### src/rtl/sudoku_link_pkg.sv
// Shared constants and state encoding for the sudoku board nibble link transmitter.
package sudoku_link_pkg;
   localparam int CELLS     = 81;
   localparam int FRAME_LEN = 82;
   localparam int IDX_W     = 7;

   localparam logic [IDX_W-1:0] LAST_IDX = IDX_W'(FRAME_LEN - 1);

   typedef enum logic [2:0] {
      ST_IDLE  = 3'd0,
      ST_FETCH = 3'd1,
      ST_SETUP = 3'd2,
      ST_VHI   = 3'd3,
      ST_VLO   = 3'd4,
      ST_DONE  = 3'd5
   } state_e;
endpackage

### src/rtl/link_sync.sv
// Two-flop synchronizer for a single asynchronous level input.
module link_sync (
   input  logic clk,
   input  logic rst_n,
   input  logic d,
   output logic q
);
   logic meta_q;
   logic sync_q;

   // NOTE: sequential state uses non-blocking assignments so both stages shift on the same edge.
   always_ff @(posedge clk or negedge rst_n) begin
      if (!rst_n) begin
         meta_q <= 1'b0;
         sync_q <= 1'b0;
      end else begin
         meta_q <= d;
         sync_q <= meta_q;
      end
   end

   assign q = sync_q;
endmodule

### src/rtl/sudoku_link_tx.sv
// Sends an 82-nibble frame (header + 81 board cells) over a four-phase valid/ack link.
// Optional ack watchdog with err output is enabled by defining LINK_TIMEOUT_EN.
module sudoku_link_tx
   import sudoku_link_pkg::*;
#(
   parameter int SETUP_CYC   = 2,
   parameter int TIMEOUT_CYC = 1000000
) (
   input  logic             clk,
   input  logic             rst_n,
   input  logic             request,
   input  logic             ack_in,
   input  logic [3:0]       hdr,
   output logic [IDX_W-1:0] cell_addr,
   input  logic [3:0]       cell_data,
   output logic             ack_out,
   output logic [3:0]       data,
   output logic             valid,
   output logic             busy,
   output logic             frame_done
`ifdef LINK_TIMEOUT_EN
   ,
   output logic             err
`endif
);
   localparam int SW = $clog2(SETUP_CYC + 1);

   if (SETUP_CYC < 1 || TIMEOUT_CYC < 1) begin : g_param_check
      $error("sudoku_link_tx: SETUP_CYC and TIMEOUT_CYC must be at least 1");
   end

   logic req_s;
   logic ack_s;

   link_sync u_req_sync (.clk(clk), .rst_n(rst_n), .d(request), .q(req_s));
   link_sync u_ack_sync (.clk(clk), .rst_n(rst_n), .d(ack_in),  .q(ack_s));

   state_e           state_q,     state_d;
   logic [IDX_W-1:0] index_q,     index_d;
   logic [3:0]       data_q,      data_d;
   logic             valid_q,     valid_d;
   logic             ack_out_q,   ack_out_d;
   logic             done_q,      done_d;
   logic             fetch_ph_q,  fetch_ph_d;
   logic [SW-1:0]    setup_cnt_q, setup_cnt_d;
   logic             tmo_hit;

`ifdef LINK_TIMEOUT_EN
   localparam int TW = $clog2(TIMEOUT_CYC + 1);
   logic [TW-1:0] tmo_q, tmo_d;
   logic          err_q, err_d;

   assign tmo_hit = (state_q inside {ST_VHI, ST_VLO}) && (tmo_q == TW'(TIMEOUT_CYC - 1));

   // The watchdog restarts whenever the FSM changes state, so VHI and VLO are timed separately.
   always_comb begin
      err_d = tmo_hit;
      if (state_d != state_q)                  tmo_d = '0;
      else if (state_q inside {ST_VHI, ST_VLO}) tmo_d = tmo_q + TW'(1);
      else                                      tmo_d = '0;
   end

   always_ff @(posedge clk or negedge rst_n) begin
      if (!rst_n) begin
         tmo_q <= '0;
         err_q <= 1'b0;
      end else begin
         tmo_q <= tmo_d;
         err_q <= err_d;
      end
   end

   assign err = err_q;
`else
   assign tmo_hit = 1'b0;
`endif

   // NOTE: every always_comb output gets a default first so no path can infer a latch.
   always_comb begin
      state_d     = state_q;
      index_d     = index_q;
      data_d      = data_q;
      valid_d     = valid_q;
      ack_out_d   = ack_out_q;
      done_d      = 1'b0;
      fetch_ph_d  = 1'b0;
      setup_cnt_d = setup_cnt_q;

      case (state_q)
         ST_IDLE: if (req_s) begin
            data_d      = hdr;
            index_d     = '0;
            ack_out_d   = 1'b1;
            setup_cnt_d = '0;
            state_d     = ST_SETUP;
         end
         // First FETCH cycle presents the address, second captures the synchronous read.
         ST_FETCH: if (!fetch_ph_q) begin
            fetch_ph_d = 1'b1;
         end else begin
            data_d      = cell_data;
            setup_cnt_d = '0;
            state_d     = ST_SETUP;
         end
         ST_SETUP: if (setup_cnt_q == SW'(SETUP_CYC - 1)) begin
            valid_d = 1'b1;
            state_d = ST_VHI;
         end else begin
            setup_cnt_d = setup_cnt_q + SW'(1);
         end
         ST_VHI: if (ack_s) begin
            valid_d = 1'b0;
            state_d = ST_VLO;
         end
         ST_VLO: if (!ack_s) begin
            if (index_q == LAST_IDX) begin
               done_d    = 1'b1;
               ack_out_d = 1'b0;
               state_d   = ST_DONE;
            end else begin
               index_d = (index_q == LAST_IDX) ? LAST_IDX : index_q + IDX_W'(1);
               state_d = ST_FETCH;
            end
         end
         ST_DONE: if (!req_s) state_d = ST_IDLE;
         default: state_d = ST_IDLE;
      endcase

      // Peer withdrawal or watchdog expiry drops the frame without frame_done.
      if (((state_q inside {ST_SETUP, ST_VHI, ST_VLO}) && !req_s) || tmo_hit) begin
         valid_d   = 1'b0;
         ack_out_d = 1'b0;
         done_d    = 1'b0;
         state_d   = ST_IDLE;
      end
   end

   always_ff @(posedge clk or negedge rst_n) begin
      if (!rst_n) begin
         state_q     <= ST_IDLE;
         index_q     <= '0;
         data_q      <= '0;
         valid_q     <= 1'b0;
         ack_out_q   <= 1'b0;
         done_q      <= 1'b0;
         fetch_ph_q  <= 1'b0;
         setup_cnt_q <= '0;
      end else begin
         state_q     <= state_d;
         index_q     <= index_d;
         data_q      <= data_d;
         valid_q     <= valid_d;
         ack_out_q   <= ack_out_d;
         done_q      <= done_d;
         fetch_ph_q  <= fetch_ph_d;
         setup_cnt_q <= setup_cnt_d;
      end
   end

   assign cell_addr  = (state_q == ST_FETCH && !fetch_ph_q) ? index_q - IDX_W'(1) : '0;
   assign data       = data_q;
   assign valid      = valid_q;
   assign ack_out    = ack_out_q;
   assign busy       = (state_q != ST_IDLE);
   assign frame_done = done_q;
endmodule

### config.mk
export PLATFORM = sky130hd
export DESIGN_NAME = sudoku_link_tx
export DESIGN_NICKNAME = d
export VERILOG_FILES = /design/src/rtl/sudoku_link_pkg.sv /design/src/rtl/link_sync.sv /design/src/rtl/sudoku_link_tx.sv
export SDC_FILE = /design/constraint.sdc
export NUM_CORES = 1
export LEC_CHECK = 0
export BUFFER_PORTS_ARGS = -buffer_cell sky130_fd_sc_hd__buf_2
export CAP_MARGIN = 20
export CORE_MARGIN = 2
export CORE_UTILIZATION = 40
export CTS_CLUSTER_SIZE = 8
export DETAILED_ROUTE_END_ITERATION = 10
export PLACE_DENSITY_LB_ADDON = 0.3
export SYNTH_ARGS = -nofsm -noshare
export SYNTH_HDL_FRONTEND = slang
export SYNTH_HIERARCHICAL = 1
export SYNTH_SLANG_ARGS = --single-unit
export TNS_END_PERCENT = 30
### constraint.sdc
create_clock -name clk -period 1.5 [get_ports clk]
set_input_delay 0.3 -clock clk [delete_from_list [all_inputs] [get_ports clk]]
set_output_delay 0.3 -clock clk [all_outputs]
set_load 0.02 [all_outputs]
; After elaboration in Yosys (flattened, before gate mapping)
; Cells that the tools add are included.
[word_totals]
ff_bits = 24
inputBits = 12
out_inout_bits = 15
[op_classes]
eq_ne = 19
reduce_logical = 18
muxes = 36
addsub = 3
[op_table]
columns = cell, count
row1 = 7-bit two-way mux, 4
row2 = 3-bit two-way mux, 8
row3 = 3-bit case mux with 6 select lines, 1
row4 = 3-bit nonzero test, 5
row5 = 7-bit case mux with 2 select lines, 1
row6 = 1-bit two-way mux, 13
row7 = 4-bit AND reduction, 3
row8 = 3-bit by 2-bit != test with 1-bit output (second input constant), 3
row9 = 3-bit != test (second input constant), 3
row10 = 4-bit two-way mux, 2
row11 = 2-bit != test (second input constant), 4
row12 = 4-bit case mux with 2 select lines, 1
row13 = 7-bit by 1-bit adder with 7-bit output (second input constant), 1
row14 = 7-bit equality test (second input constant), 1
row15 = 7-bit by 1-bit subtractor with 7-bit output (second input constant), 1
row16 = 3-bit by 2-bit equality test with 1-bit output (second input constant), 2
row17 = 3-bit equality test (second input constant), 2
row18 = 2-bit two-way mux, 3
row19 = 2-bit case mux with 3 select lines, 1
row20 = 3-bit AND reduction, 2
row21 = 6-bit AND reduction, 1
row22 = 1-bit case mux with 2 select lines, 2
row23 = 2-bit nonzero test, 2
row24 = 3-bit by 1-bit equality test with 1-bit output (second input constant), 1
row25 = other kinds (7), 9

; Depth between registers and ports, before layout
; Gate-level depths: netlist of run 1.
[logic_depth]
ltp_word = 5
depth_mapped = 6
ltp_nobuf = 6

; Hierarchy
; Netlist of run 1, hierarchy kept.
[by_module_without_submodules]
columns = mod, area_each_um2, instances, cells_each
row1 = sudoku_link_tx, 1280.0, 1, 148
row2 = link_sync, 50.0, 2, 2

; Worst setup path before layout of run 1
; Ideal clock, no wire load.
[synth_path]
path_type = reg-to-output
startpoint = register index_q[0]
endpoint = output cell_addr[6]
setup_slack_ns = -0.201
stages_incl_launch_ff = 6
arrival_ns = 1.401
required_ns = 1.200
cell_sequence = dfrtp_1 -> inv_1 -> ha_1 -> nor4bb_1 -> xnor2_1 -> nor2_1
[synth_between]
elab_chain_cells = 2
[synth_lines]
columns = element, line_no
row1 = "start, declared", sudoku_link_tx.sv:39  ; logic [IDX_W-1:0] index_q, index_d;
row2 = "start signal, assigned", sudoku_link_tx.sv:150  ; index_q <= index_d;
row3 = 7-bit by 1-bit subtractor with 7-bit output, sudoku_link_tx.sv:160  ; assign cell_addr = (state_q == ST_FETCH && !fetch_ph_q) ? index_q - IDX_W'(1) : '0;
row4 = 7-bit two-way mux, sudoku_link_tx.sv:160
row5 = "end, declared", sudoku_link_tx.sv:14  ; output logic [IDX_W-1:0] cell_addr,
; No other way between the ends.

; Worst setup path in the final report of run 1
; Ends and elaborated chain as after synthesis.

==> impl_metrics.toml, run 1 <==
[power_and_ir_drop]
ir_drop_mv = 0.781
power_mw = 3.35
power_density_nw_per_um2 = 1500
leakagePower_nw = 1.08

[clock_tree]
clkSinkCount = 24
worstSkewPairLatency_ns = 0.33
clock_path_buffers = 2
cts-buffers-inserted = 3
cts_root_buf = "clkbuf_4"
cts_tree = "done"
h-tree-depth = 1
clk_pin_slew_ns = 0.14

[detailed_routing]
drc = 0
routed_via_density = 5.49
dr.pass1.iters = 4
wl_per_cell_um = 17.1
vias = 1483
wl_um = 4630
drt_iter0_drc = 75
drtAntennaViolNets = 0

[finish]
num_antenna_cells = 0
layout-drive-gt1-share = 0.540
final_cell_mix = "buf_4, dfrtp_1, buf_2, buf_6, nand2_1"
fin_util = 0.667
fillers = 229
layout.nets = 241
area_growth_pct = 61.4
final_common_cell = "buf_4"

[setup_path]
end_kind = "output pin"
worstPathArrival_ns = 1.67
worst_path_max_delay_cell = "dfrtp_2"
cp_cell_sequence = "inv_2, ha_4, nor4bb_4, xnor2_1, nor2_2, buf_6"
r2r_slack_ns = -0.31
worstSetupStartpointType = "flop"
crit_path_max_fanout = 2
cp.required_ns = 1.20
max_stage_delay_ns = 0.45
criticalPathCategory = "reg2out"

[grt]
use_met2 = 0.384
grt_pass1_wl_um = 6890
gr-max-usage-layer = "met2"
met1_usage = 0.273
grt_usage = 0.221
antenna_found_initial = 0
use_met3 = 0.0432
grt_pass1_vias = 1470
gr-total-overflow = 0
grt_max_degree = 25

[timing]
fin_skew_ns = 0.00534
rsz0062_at_grt = "true"
hold_viol = 0
tightest_slew_ns = 0.544
max_slew_margin = 0.637
layout_setup_ws_ns = -0.470
finalSetupViolCount = 17
whs_ns = 0.0647
fin_crit_ns = 1.97
finalCritPeriodShare = 1.31
max_freq_mhz = 508
drv_slew = 0

[logic_synthesis]
synth_nets = 168
ys_ff_latch = 24
synth_cells = 152
yosys_warnings = 6
synth_edf_count = 0
syn-mean-instance-area_um2 = 9.08
async_flop_share = 1.00
synthFlopType = "dfrtp_1"
syn_area_um2 = 1380
yosysSeqAreaShare = 0.435
yosysUniqueCellTypes = 36

[floorplan]
rows = 21
core_um2 = 3340
die_area_um2 = 3940
die_x_um = 62.7
fp.dieH_um = 62.7
start_util = 0.414
io_pins = 27

[run_status]
violations = "negative setup slack"
status = "finished with violations"

[job]
max_cap_violations = 0

[place]
place.port_buffers = 26
gp_congestion = 0.910
hpwl_um = 2560

[worst_hold_path]
hold_path.class = "in2reg"
[worst max-delay path: cells and delay by family (launching register included)]
family / cells / cell delay (ns)
xor gates and xnor gates: 1 / 0.12
adders and majority gates: 1 / 0.14
buffers and inverters: 2 / 0.22
DFF: 1 / 0.45
and+or+nand+nor: 2 / 0.43
[timing repair]
item | 4_1_cts | 5_1_grt
pin swaps | 11 | 15
endpoints found under the hold margin | 24 | 0
resized for setup | 32 | 34
endpoints found under the setup margin | 19 | 26
setup buffers | 7 | 8
hold buffers | 1 | 0
[synth_stat cells (3+ instances only)]
cell,n,area (um2)
o211ai_1,3,22.5
nor2b_1,3,18.8
o21ai_0,8,40.0
xnor2_1,4,35.0
nor2_1,14,52.6
o31ai_1,3,22.5
xor2_1,3,26.3
nor3_1,4,20.0
nand2b_1,5,31.3
o22ai_1,4,25.0
ha_1,4,50.1
nand2_1,14,52.6
a21oi_1,15,75.1
dfrtp_1,24,601
clkbuf_1,5,18.8
mux2_2,3,33.8
inv_1,11,41.3
nand3_1,3,15.0
[report_power, final]
group,total [mW],internal [mW],switching (mW)
combinational,1.94,0.953,0.987
sequential,0.925,0.800,0.125
clock,0.482,0.270,0.211
total,3.35,2.02,1.32
[registers in the layout, indices dropped and copies added, names as in the netlist]
register and count:
u_req_sync/meta_q 1, ack_out 1, valid 1, u_ack_sync/meta_q 1, data 4, frame_done 1
fetch_ph_q 1, u_ack_sync/q 1, state_q 3, index_q 7, u_req_sync/q 1, setup_cnt_q 2
[kinds of logic after synthesis]
kind of cell,count (synthesis),share of synthesized area
fa+ha+maj,4,0.0363
simple gates,57,0.235
xor+xnor,7,0.0444
flops,24,0.435
mux,4,0.0317
compound gates,38,0.167
buf+inv,18,0.0508
[per-stage QoR]
| step | TNS, ns | instances | setup WS [ns] | cell area [um2] |
|---|---|---|---|---|
| after floorplan | -0.991 | 152 | -0.101 | 1410 |
| after global placement | -0.916 | 251 | -0.0774 | 1820 |
| after detailed placement | -1.37 | 251 | -0.145 | 1820 |
| after CTS | -3.32 | 263 | -0.397 | 2050 |
| after global routing | -5.89 | 270 | -0.545 | 2230 |
| final | -4.38 | 270 | -0.470 | 2230 |
[layout make-up]
class	count	area, um2	share of cell area
tap	46	57.6	0.0258
multi-input combinational	110	893	0.401
sequential	24	606	0.272
clock buffer	3	22.5	0.0101
clock inverter	1	30.0	0.0135
inverter	11	41.3	0.0185
timing repair buffer	75	577	0.259
[metal layers]
layer | share of wire | vias to the layer above
met5 | 0 | -
met4 | 0.033 | 0
met3 | 0.072 | 14
met2 | 0.49 | 93
met1 | 0.41 | 702
li1 | - | 674
[worst paths after layout]
check	from	endpoint	depth (start not counted)
worst min register to register	u_req_sync/meta_q$_DFF_PN0_	u_req_sync/q$_DFF_PN0_	0
worst max-delay path	index_q[0]$_DFFE_PN0P_	cell_addr[6]	6
worst max register to register	index_q[0]$_DFFE_PN0P_	state_q[2]$_DFFE_PN0P_	7
max in group asynchronous	rst_n	state_q[2]$_DFFE_PN0P_	2
worst min-delay path	ack_in	u_ack_sync/meta_q$_DFF_PN0_	1
min in group asynchronous	rst_n	ack_out$_DFFE_PN0P_	2
(Power assumes the default switching activity.)
==> run 2, diff against run 1 <==
--- a/config.mk
+++ b/config.mk
@@ -11,6 +11,7 @@
 export CORE_UTILIZATION = 40
 export CTS_CLUSTER_SIZE = 8
 export DETAILED_ROUTE_END_ITERATION = 10
+export GPL_TIMING_DRIVEN = 0
 export PLACE_DENSITY_LB_ADDON = 0.3
 export SYNTH_ARGS = -nofsm -noshare
 export SYNTH_HDL_FRONTEND = slang
==> impl_metrics.toml, run 2 (synthesis gave the netlist of run 1 again) <==
[run_status]
status = "finished with violations"
violations = "negative setup slack"

[finish]
area_growth_pct = 55.8
instances_no_fill = 254
layout.nets = 225
fillers = 249
final_common_cell = "buf_4"
largest_register_ffs = 7
final_cell_mix = "buf_4, buf_2, dfrtp_1, nand2_1, buf_6"
layout-drive-gt1-share = 0.519
num_antenna_cells = 0
largest-register = "index_q"

[timing]
tightest_slew_ns = 0.541
rsz0062_at_grt = "true"
layout_setup_ws_ns = -0.396
finalCritPeriodShare = 1.26
max_freq_mhz = 527
max_slew_margin = 0.639
finalSetupViolCount = 24
fin_crit_ns = 1.90
drv_slew = 0
hold_viol = 0
fin_skew_ns = 0.00985
finalSetupTns_ns = -4.56

[power_and_ir_drop]
power_mw = 3.29
p_sw_mw = 1.29
ir_drop_mv = 0.963
leakagePower_nw = 0.984
switching_share = 0.391
pwr-share-clk = 0.146
power_density_nw_per_um2 = 1530
seq_power_share = 0.275
intPower_mw = 2.00
p_comb_frac = 0.579

[grt]
antenna_found_initial = 0
grt_usage = 0.188
grt_pass1_vias = 1316
grt_pass1_wl_um = 5950
grt_max_degree = 25
gr-total-overflow = 0

[setup_path]
worstPathArrival_ns = 1.60
r2r_end = "index_q[2]$_DFFE_PN0P_"
rr_worst_depth = 8
end_kind = "output pin"
worstSetupStartpointType = "flop"
criticalPathCategory = "reg2out"
cp.required_ns = 1.20
r2r_slack_ns = -0.33
worstReg2RegStart = "index_q[0]$_DFFE_PN0P_"
crit_path_max_fanout = 5

[place]
dp_cells = 224
place.port_buffers = 26
gp_congestion = 0.877
hpwl_um = 2140

[clock_tree]
clock_path_buffers = 2
h-tree-depth = 1
cts-buffers-inserted = 3
clk_pin_slew_ns = 0.14
worstSkewPairLatency_ns = 0.33
clkSinkCount = 24
cts_tree = "done"
cts_root_buf = "clkbuf_4"

[detailed_routing]
drtAntennaViolNets = 0
vias = 1396
drt_iter0_drc = 68
wl_per_cell_um = 16.1
dr.pass1.iters = 4
drc = 0
routed_via_density = 5.50
wl_um = 4090

[worst_hold_path]
min-delay-start = "ack_in"
hold_path.class = "in2reg"
holdPathStages = 1
holdPathEnd = "u_ack_sync/meta_q$_DFF_PN0_"

[floorplan]
fp.dieH_um = 62.7
start_util = 0.414
die_x_um = 62.7
rows = 21
die_area_um2 = 3940
core_um2 = 3340
io_pins = 27

[job]
max_cap_violations = 0
==> run 2: cell count changes in the layout (fill, tap and decap cells not counted), sizes merged <==
cell | before | now
clkbuf | 3 | 4
buf | 74 | 57
==> run 2: worst max path at each step <==
stage	from	to	slack, ns	cells after the start
floorplan	state_q[1]$_DFFE_PN0P_	index_q[6]$_DFFE_PN0P_	-0.10	5
global placement	state_q[1]$_DFFE_PN0P_	index_q[6]$_DFFE_PN0P_	-0.32	5
detailed placement	state_q[1]$_DFFE_PN0P_	index_q[6]$_DFFE_PN0P_	-0.35	5
CTS	index_q[2]$_DFFE_PN0P_	cell_addr[6]	-0.33	5
global route	index_q[3]$_DFFE_PN0P_	cell_addr[6]	-0.50	5
finish	index_q[0]$_DFFE_PN0P_	cell_addr[5]	-0.40	5
==> run 2: per-layer routing <==
| layer | vias up | part of all wire | GRT usage |
|---|---|---|---|
| met5 | - | 0 | 0 |
| met4 | 0 | 0.027 | 0.0861 |
| met3 | 11 | 0.038 | 0.0270 |
| met2 | 48 | 0.52 | 0.323 |
| met1 | 695 | 0.42 | 0.234 |
| li1 | 642 | - | - |
==> run 2: worst max-delay path, stage by stage, from the launching register on <==
cell     delay, ns
dfrtp_2       0.45
buf_6         0.15
nor4b_4       0.31
xnor2_1       0.18
nor2_2        0.05
buf_6         0.13
==> run 2: power groups by stage <==
stage          sequential [mW]  combinational (mW)  clock (mW)
2_1_floorplan            0.988               0.823           0
3_3_place_gp             0.895                1.20           0
3_5_place_dp             0.901                1.23           0
4_1_cts                  0.915                1.54       0.486
5_1_grt                  0.929                2.05       0.514
6_report                 0.907                1.90       0.481
==> run 2: layout make-up <==
class / instances / area (um2) / share of cell area
repair buffers: 55 / 408 / 0.190
plain buffers: 4 / 51.3 / 0.0239
clock inverters: 1 / 30.0 / 0.0140
clock buffers: 3 / 22.5 / 0.0105
flip-flops and latches: 24 / 612 / 0.284
inverters: 11 / 43.8 / 0.0204
multi-input cells: 110 / 926 / 0.430
well taps: 46 / 57.6 / 0.0268
==> run 2: metrics by stage <==
step | utilization | hold WS [ns] | area [um2] | setup slack, ns
after floorplan | - | 0.00441 | 1410 | -0.101
final | 0.645 | 0.0628 | 2150 | -0.396
after global routing | 0.645 | 0.0412 | 2150 | -0.499
after CTS | 0.570 | 0.0661 | 1900 | -0.334
after global placement | 0.479 | 0.305 | 1600 | -0.319
after detailed placement | 0.479 | 0.316 | 1600 | -0.346
==> run 2: what timing repair did <==
action                     4_1_cts  5_1_grt
buffers inserted                12       16
gates cloned                     0        0
pin swaps                       17       22
hold endpoints to repair        24        0
gates resized for setup         49       31
setup endpoints to repair       25       25
hold buffers                     1        0
==> run 3, diff against run 2 <==
--- a/config.mk
+++ b/config.mk
@@ -7,7 +7,6 @@
 export LEC_CHECK = 0
 export BUFFER_PORTS_ARGS = -buffer_cell sky130_fd_sc_hd__buf_2
 export CAP_MARGIN = 20
-export CORE_MARGIN = 2
 export CORE_UTILIZATION = 40
 export CTS_CLUSTER_SIZE = 8
 export DETAILED_ROUTE_END_ITERATION = 10
==> impl_metrics.toml, run 3 (synthesis gave the netlist of run 1 again) <==
[place]
hpwl_um = 2170
gp_congestion = 0.898
placed_cell_area_um2 = 1600
dp_slack_ns = -0.367
place.port_buffers = 26

[timing]
hold_viol = 0
whs_ns = 0.0755
tightest_slew_ns = 0.532
rsz0062_at_grt = "true"
fin_skew_ns = 0.00687
max_freq_mhz = 509
finalSetupViolCount = 26
finalCritPeriodShare = 1.31
layout_setup_ws_ns = -0.463
max_slew_margin = 0.645
fin_crit_ns = 1.96
drv_slew = 0

[grt]
grt_max_degree = 25
grt_usage = 0.223
antenna_found_initial = 0
grt_pass1_wl_um = 5930
gr-total-overflow = 0
grt_pass1_vias = 1262

[setup_path]
max_stage_delay_ns = 0.46
crit_start = "index_q[2]$_DFFE_PN0P_"
worstSetupStartpointType = "flop"
worstPathArrival_ns = 1.66
criticalPathCategory = "reg2out"
worstReg2RegStart = "index_q[0]$_DFFE_PN0P_"
crit_path_max_fanout = 2
cp_cell_sequence = "nor2_4, buf_4, nor4b_4, xnor2_1, nor2_2, buf_6"
worst_path_max_delay_cell = "dfrtp_2"
end_kind = "output pin"
cp.required_ns = 1.20

[power_and_ir_drop]
ir_drop_mv = 0.778
power_density_nw_per_um2 = 1520
power_mw = 3.16
leakagePower_nw = 0.988

[finish]
final_cell_mix = "buf_4, buf_2, dfrtp_1, buf_6, nand2_1"
area_growth_pct = 50.7
final_common_cell = "buf_4"
largest-register = "index_q"
largest_register_ffs = 7
layout.nets = 225
layout-drive-gt1-share = 0.481
fin_util = 0.660
final_area_um2 = 2080
num_antenna_cells = 0

[clock_tree]
clk_pin_slew_ns = 0.14
cts_root_buf = "clkbuf_4"
cts_tree = "done"
h-tree-depth = 1
clock_path_buffers = 2
cts-buffers-inserted = 3
worstSkewPairLatency_ns = 0.32
clkSinkCount = 24

[detailed_routing]
wl_um = 4140
drc = 0
routed_via_density = 5.55
drt_iter0_drc = 87
vias = 1398
wl_per_cell_um = 16.4
drtAntennaViolNets = 0
dr.pass1.iters = 4

[floorplan]
die_x_um = 60.7
rows = 20
io_pins = 27
fp.dieH_um = 60.7
start_util = 0.438
die_area_um2 = 3690
core_um2 = 3150

[worst_hold_path]
hold_path.class = "in2reg"
min-delay-start = "ack_in"

[run_status]
status = "finished with violations"
violations = "negative setup slack"

[job]
max_cap_violations = 0
-- run 3: power breakdown --
part / switching [mW] / leakage, nW / internal [mW]
Combinational: 0.963 / 0.673 / 0.929
Clock: 0.202 / 0.0210 / 0.149
Sequential: 0.121 / 0.294 / 0.798
Total: 1.29 / 0.988 / 1.87
-- run 3: cell type report --
cell class                 count  area (um2)
buffer                         3        33.8
timing repair buffer          56         425
clock buffer                   4        36.3
inverter                      11        41.3
multi-input combinational    110         880
tap                           44        55.1
fill                         241        1070
sequential                    24         608
-- run 3: layer usage --
metal,routed length [um],vias up,share of wire,global-route usage
li1,-,647,-,-
met1,1660,674,0.40,0.285
met2,2090,65,0.51,0.386
met3,304,12,0.073,0.0277
met4,80,0,0.019,0.0844
met5,0,-,0,0
-- run 3: path summary, 6_finish.rpt --
| check | end | slack, ns | cells past startpoint |
|---|---|---|---|
| worst min-delay path | u_ack_sync/meta_q$_DFF_PN0_ | 0.08 | 1 |
| worst min register to register | u_ack_sync/q$_DFF_PN0_ | 0.36 | 0 |
| worst max register to register | index_q[3]$_DFFE_PN0P_ | -0.35 | 6 |
| worst max-delay path | cell_addr[5] | -0.46 | 6 |
| min in group asynchronous | index_q[2]$_DFFE_PN0P_ | 0.48 | 2 |
| max in group asynchronous | state_q[2]$_DFFE_PN0P_ | 0.63 | 2 |
-- run 3: what timing repair did --
item,in CTS,in global routing
setup buffers,18,11
endpoints found under the setup margin,25,26
hold endpoints to repair,24,0
resized for setup,44,27
pin swaps,18,12
hold buffers,1,0
-- run 3: stage by stage --
stage | setup TNS (ns) | std cells
2_1_floorplan | -0.991 | 152
3_3_place_gp | -3.58 | 222
3_5_place_dp | -4.44 | 222
4_1_cts | -3.86 | 242
5_1_grt | -6.84 | 252
6_report | -5.11 | 252
-- run 3: worst max-delay path: cells and delay by family (launching register included) --
kind                   cells  cell delay (ns)
flip-flops                 1             0.46
AND/OR/NAND/NOR            3             0.43
buffers and inverters      2             0.26
XOR/XNOR                   1             0.19
